`src/rtl/lrrr_boss_ctrl.sv`:
```
// Lrrr boss-fight sequencer: entry, fight (vertical toggling and shots), hit flash, death.
// Drives the boss mover, the missile request handshake and the boss draw enables.
module lrrr_boss_ctrl #(
    parameter int ENTER_FRAMES  = 60,
    parameter int TOGGLE_PERIOD = 45,
    parameter int SHOT_PERIOD   = 30,
    parameter int BOSS_HP       = 5,
    parameter int FLASH_FRAMES  = 15
) (
    input  logic       clk,
    input  logic       resetN,
    input  logic       startOfFrame,
    input  logic       startBoss,
    input  logic       bossHit,
    input  logic       shotAck,
    input  logic       gameOver,
    output logic       waiting,
    output logic       toggleY,
    output logic       shotReq,
    output logic       bossVisible,
    output logic       bossFlash,
    output logic       bossDefeated,
    output logic [2:0] hpLeft,
    output logic [2:0] stateOut
);

    typedef enum logic [2:0] {
        ST_IDLE      = 3'd0,
        ST_ENTER     = 3'd1,
        ST_FIGHT     = 3'd2,
        ST_HIT_FLASH = 3'd3,
        ST_DYING     = 3'd4,
        ST_DONE      = 3'd5
    } state_e;

    localparam logic [7:0] ENTER_LIM  = 8'(ENTER_FRAMES);
    localparam logic [7:0] TOGGLE_LIM = 8'(TOGGLE_PERIOD);
    localparam logic [7:0] SHOT_LIM   = 8'(SHOT_PERIOD);
    localparam logic [7:0] FLASH_LIM  = 8'(FLASH_FRAMES);
    localparam logic [7:0] DYING_LIM  = 8'(2 * FLASH_FRAMES);
    localparam logic [2:0] HP_INIT    = 3'(BOSS_HP);

    function automatic logic [7:0] sat_inc(input logic [7:0] v);
        return (v == 8'hFF) ? v : v + 8'd1;
    endfunction

    state_e     state_q, state_d;
    logic [7:0] frame_q, frame_d;
    logic [7:0] tog_q, tog_d;
    logic [7:0] shot_cnt_q, shot_cnt_d;
    logic [2:0] hp_q, hp_d;
    logic       shot_req_q, shot_req_d;
    logic       toggle_q, toggle_d;
    logic       waiting_q, waiting_d;
    logic       visible_q, visible_d;
    logic       flash_q, flash_d;
    logic       defeated_q, defeated_d;

    logic [7:0] frame_nxt, tog_nxt, shot_nxt;

    assign frame_nxt = sat_inc(frame_q);
    assign tog_nxt   = sat_inc(tog_q);
    assign shot_nxt  = sat_inc(shot_cnt_q);

    // Period events fire on the frame pulse that brings a counter up to its limit.
    always_comb begin
        // NOTE: every variable gets a default first so no path leaves it unassigned and infers a latch.
        state_d    = state_q;
        hp_d       = hp_q;
        tog_d      = tog_q;
        shot_cnt_d = shot_cnt_q;
        shot_req_d = shot_req_q;
        toggle_d   = 1'b0;

        case (state_q)
            ST_IDLE: begin
                if (startBoss) begin
                    state_d = ST_ENTER;
                    hp_d    = HP_INIT;
                end
            end
            ST_ENTER: begin
                if (startOfFrame && (frame_nxt >= ENTER_LIM)) state_d = ST_FIGHT;
            end
            ST_FIGHT: begin
                if (bossHit) begin
                    // A hit wins over any counter event in the same cycle.
                    if (hp_q > 3'd1) begin
                        hp_d    = hp_q - 3'd1;
                        state_d = ST_HIT_FLASH;
                    end else begin
                        hp_d    = 3'd0;
                        state_d = ST_DYING;
                    end
                end else begin
                    if (startOfFrame) begin
                        if (tog_nxt >= TOGGLE_LIM) begin
                            tog_d    = 8'd0;
                            toggle_d = 1'b1;
                        end else begin
                            tog_d = tog_nxt;
                        end
                    end
                    if (shot_req_q) begin
                        if (shotAck) shot_req_d = 1'b0;
                    end else if (startOfFrame) begin
                        if (shot_nxt >= SHOT_LIM) begin
                            shot_req_d = 1'b1;
                            shot_cnt_d = 8'd0;
                        end else begin
                            shot_cnt_d = shot_nxt;
                        end
                    end
                end
            end
            ST_HIT_FLASH: begin
                if (startOfFrame && (frame_nxt >= FLASH_LIM)) state_d = ST_FIGHT;
            end
            ST_DYING: begin
                if (startOfFrame && (frame_nxt >= DYING_LIM)) state_d = ST_DONE;
            end
            ST_DONE: begin
                if (!startBoss) state_d = ST_IDLE;
            end
            default: state_d = ST_IDLE;
        endcase

        if (gameOver && (state_q != ST_IDLE)) state_d = ST_IDLE;

        // Leaving FIGHT discards any pending shot; counters survive only the hit flash.
        if (state_d != ST_FIGHT) begin
            shot_req_d = 1'b0;
            toggle_d   = 1'b0;
        end
        if ((state_d != ST_FIGHT) && (state_d != ST_HIT_FLASH)) begin
            tog_d      = 8'd0;
            shot_cnt_d = 8'd0;
        end

        if (state_d != state_q)  frame_d = 8'd0;
        else if (startOfFrame)   frame_d = frame_nxt;
        else                     frame_d = frame_q;
    end

    always_comb begin
        waiting_d  = state_q inside {ST_IDLE, ST_ENTER, ST_DYING, ST_DONE};
        visible_d  = state_q inside {ST_ENTER, ST_FIGHT, ST_HIT_FLASH, ST_DYING};
        flash_d    = (state_q inside {ST_HIT_FLASH, ST_DYING}) && frame_q[1];
        defeated_d = (state_q == ST_DYING) && (state_d == ST_DONE);
    end

    // NOTE: sequential state uses non-blocking assignments so every register samples pre-edge values.
    always_ff @(posedge clk or posedge resetN) begin
        if (resetN) begin
            state_q    <= ST_IDLE;
            frame_q    <= 8'd0;
            tog_q      <= 8'd0;
            shot_cnt_q <= 8'd0;
            hp_q       <= 3'd0;
            shot_req_q <= 1'b0;
            toggle_q   <= 1'b0;
            waiting_q  <= 1'b1;
            visible_q  <= 1'b0;
            flash_q    <= 1'b0;
            defeated_q <= 1'b0;
        end else begin
            state_q    <= state_d;
            frame_q    <= frame_d;
            tog_q      <= tog_d;
            shot_cnt_q <= shot_cnt_d;
            hp_q       <= hp_d;
            shot_req_q <= shot_req_d;
            toggle_q   <= toggle_d;
            waiting_q  <= waiting_d;
            visible_q  <= visible_d;
            flash_q    <= flash_d;
            defeated_q <= defeated_d;
        end
    end

    assign waiting      = waiting_q;
    assign toggleY      = toggle_q;
    assign shotReq      = shot_req_q;
    assign bossVisible  = visible_q;
    assign bossFlash    = flash_q;
    assign bossDefeated = defeated_q;
    assign hpLeft       = hp_q;
    assign stateOut     = state_q;

endmodule

```
`config.mk`:
```
export PLATFORM = sky130hd
export DESIGN_NAME = lrrr_boss_ctrl
export DESIGN_NICKNAME = d
export VERILOG_FILES = /design/src/rtl/lrrr_boss_ctrl.sv
export SDC_FILE = /design/constraint.sdc
export NUM_CORES = 1
export LEC_CHECK = 0
export CAP_MARGIN = 20
export CORE_MARGIN = 10
export CORE_UTILIZATION = 58
export CTS_BUF_LIST = sky130_fd_sc_hd__clkbuf_16
export DETAILED_ROUTE_END_ITERATION = 8
export GPL_ROUTABILITY_DRIVEN = 0
export GPL_TIMING_DRIVEN = 0
export PLACE_DENSITY = 0.8
export SLEW_MARGIN = 20
export SYNTH_ARGS = -nofsm -noshare
export SYNTH_HDL_FRONTEND = slang
export SYNTH_SLANG_ARGS = --single-unit
```
`constraint.sdc`:
```
create_clock -name clk -period 2.9 [get_ports clk]
set_input_delay 0.58 -clock clk [delete_from_list [all_inputs] [get_ports clk]]
set_output_delay 0.58 -clock clk [all_outputs]
set_load 0.05 [all_outputs]
```
==> run_results.csv <==
group,metric,value,unit
status,status,"complete, no violations",
floorplan,core_area,0.00397,mm2
layout,fillers,324,
layout,layout.nets,319,
worst_setup_path,critPathLaunchType,"register",
timing,rsz0062_at_grt,"false",
logic_synthesis,synthArstFlopShare,100,%
placement,pre_cts_slack,0.313,ns
timing,hold_violations,0,
job,cap_viol_max_count,0,
timing,slew_violations,0,
worst_setup_path,rr_endpoint,"frame_q[7]$_DFFE_PP0P_",
logic_synthesis,netlist_area,0.00235,mm2
placement,dp.cells,351,
drt,drt_pass1_iterations,5,
global_route,grt_pass1_wl,10.1,mm
timing,finClkSkew,0.00586,ns
timing,setup_violations,0,
layout,final_cells,359,
placement,io_buffers,18,
worst_setup_path,reg2reg_slack,0.37,ns
logic_synthesis,synth-seq-cells,36,
worst_setup_path,crit_fanout,10,
global_route,grt_antenna_before_repair,0,
logic_synthesis,syn_nets,294,
clock_network,clkTransAtPathRegs,0.06,ns
clock_network,clockBufferDepth,2,
layout,final_util,69.3,%
layout,areaGrowthSynthToFinish,17.3,%
timing,slew_headroom,50.4,%
worst_hold_path,hold_start,"shot_cnt_q[7]$_DFFE_PP0P_",
layout,drive_above_1_share,9.71,%
global_route,grt_use_total,16.6,%
power,vdd_drop_max,0.000336,V
clock_network,cts_tree,"built",
power,p_leak,1.13,nW
worst_setup_path,crit_path_end_kind,"register",
floorplan,core.rowCount,23,
layout,fin_area,0.00275,mm2
timing,min_period,2.53,ns
timing,setup_tns,0,ns
worst_setup_path,required,3.05,ns
floorplan,die_area,0.00699,mm2
clock_network,cts_setup_buffers,0,
logic_synthesis,netlist_instances,283,
drt,antenna_left,0,
timing,worst_slew_pin_slew,0.739,ns
drt,drtIter0Drc,198,
clock_network,cts.root.buffer_cell,"clkbuf_16",
floorplan,die_h,83.6,um
clock_network,insertion_delay,0.28,ns
placement,postPlaceCellArea,0.00259,mm2
worst_setup_path,rr_startpoint,"frame_q[0]$_DFFE_PP0P_",
worst_setup_path,cp.arrival,2.67,ns
logic_synthesis,yosys_warnings,0,
placement,hpwl,3.87,mm
power,power,1.58,mW
worst_setup_path,crit_type,"register to register",
timing,max_freq,396,MHz
worst_hold_path,worstHoldPathCells,1,
timing,holdWs,0.556,ns
worst_hold_path,hold_end,"shot_cnt_q[7]$_DFFE_PP0P_",
drt,post_drt_wl_per_cell,15.8,um
worst_setup_path,r2r_cells,10,
clock_network,hold_buffers,0,
floorplan,initial_utilization,59.1,%
timing,period_share,87.1,%
logic_synthesis,synth-seq-area-share,38.4,%
logic_synthesis,synth-edff-count,0,
drt,drc,0,
drt,drt-total-wl,5.66,mm
floorplan,die-width,83.6,um
drt,vias_per_cell,6.17,
global_route,grt_pass1_vias,2161,
clock_network,numCtsBuffers,5,
global_route,grt_max_degree,37,
logic_synthesis,synth_ff_type,"dfrtp_1",
layout,n_antenna_cell,0,
logic_synthesis,avgSynthCellArea,8.29,um2
worst_hold_path,hp-class,"register to register",
clock_network,cts_sinks,36,
clock_network,htree_num_levels,2,
timing,fin_ws,0.375,ns
global_route,overflow,0,
drt,vias,2216,
clock_network,post_cts_resized,0,
floorplan,ios,19,
logic_synthesis,ys_types,55,
power,powerDensity,573,mW/mm2
[worst max-delay path, cell delays in order (launching register included)]
cell and delay [ns]:
dfrtp_1 0.46, ha_1 0.23, buf_4 0.16, and3_1 0.18, buf_4 0.16, nand3_2 0.08, mux2_4 0.31, o22ai_4 0.18
o2111ai_1 0.16, a21oi_2 0.37, nor3b_1 0.10
[cell families (layout without fill, tap and decap cells)]
logic type      after synthesis  count (layout)  synth area share, %
mux                           5               5                 2.35
simple gates                137             137                 29.9
xor+xnor                      8               8                 2.99
compound gates               69              69                 19.7
flops                        36              36                 38.4
fa+ha+maj                     4               4                 2.13
buf+inv                      24              50                 4.53
[state kept, by name, indices dropped and copies added (netlist names)]
register / flops
frame_q: 8
shot_cnt_q: 8
tog_q: 8
hpLeft: 3
stateOut: 3
bossDefeated: 1
bossFlash: 1
bossVisible: 1
shotReq: 1
toggleY: 1
waiting: 1
[cell type report]
type                       instances  area, um2  area share [%]
buffer                            12       61.3            2.23
sequential                        36        902            32.8
clock inverter                     3       38.8            1.41
multi-input combinational        223       1340            48.6
tap                               50       62.6            2.27
clock buffer                       5        125            4.54
inverter                          12       45.0            1.64
timing repair buffer              18        180            6.54
[worst max-delay path by stage]
| stage | start | endpoint | depth (start not counted) |
|---|---|---|---|
| after detailed placement | startOfFrame | frame_q[7]$_DFFE_PP0P_ | 8 |
| after floorplan | frame_q[0]$_DFFE_PP0P_ | frame_q[6]$_DFFE_PP0P_ | 10 |
| after global routing | frame_q[0]$_DFFE_PP0P_ | frame_q[5]$_DFFE_PP0P_ | 10 |
| final | frame_q[0]$_DFFE_PP0P_ | frame_q[7]$_DFFE_PP0P_ | 10 |
| after global placement | startOfFrame | frame_q[7]$_DFFE_PP0P_ | 8 |
| after CTS | frame_q[0]$_DFFE_PP0P_ | frame_q[7]$_DFFE_PP0P_ | 10 |
[placed cells by master (no fill, tap or decap), types with 2 or more instances in the layout]
master,n
nor3_1,12
o21ai_1,2
buf_4,2
o21ai_0,8
nor3b_1,2
xor2_1,3
a21oi_1,23
inv_1,12
dfrtp_1,35
buf_2,7
nand2b_1,6
nor3_2,4
xnor2_1,5
or2_2,2
a31oi_1,8
and2_1,6
and3_1,5
nand3_1,15
o2111ai_1,2
and4_1,2
clkdlybuf4s50_1,18
clkbuf_1,3
nor2_1,34
clkbuf_16,5
nand2_1,31
nor4_1,2
nand4_1,9
ha_1,4
mux2i_1,4
o21a_1,4
a211oi_1,5
[routing by layer]
metal	vias up	global-route usage [%]	part of all wire, %
met5	-	0	0
met4	0	5.48	1.2
met1	1058	19.9	43
met2	71	28.2	50
li1	1078	-	-
met3	9	3.91	5.3
[cell usage after synthesis (2+ instances only)]
library cell  number  area (um2)
dfrtp_1           35         876
nor2_1            34         128
nand2_1           31         116
a21oi_1           23         115
nand3_1           15        75.1
inv_1             12        45.0
nor3_1            12        60.1
nand4_1            9        56.3
a31oi_1            8        50.1
o21ai_0            8        40.0
buf_2              7        35.0
and2_1             6        37.5
nand2b_1           6        37.5
a211oi_1           5        37.5
and3_1             5        31.3
xnor2_1            5        43.8
ha_1               4        50.1
mux2i_1            4        40.0
nor3_2             4        40.0
o21a_1             4        30.0
clkbuf_1           3        11.3
xor2_1             3        26.3
and4_1             2        17.5
buf_4              2        15.0
nor3b_1            2        15.0
nor4_1             2        12.5
o2111ai_1          2        17.5
o21ai_1            2        10.0
or2_2              2        12.5
[power by group]
| part | total, mW | internal [mW] | leakage (nW) | switching [mW] |
|---|---|---|---|---|
| combinational | 0.397 | 0.133 | 0.561 | 0.264 |
| clock | 0.612 | 0.401 | 0.0850 | 0.211 |
| sequential | 0.569 | 0.536 | 0.480 | 0.0334 |
| total | 1.58 | 1.07 | 1.13 | 0.508 |
No activity file was read; power rests on OpenSTA's default activity.
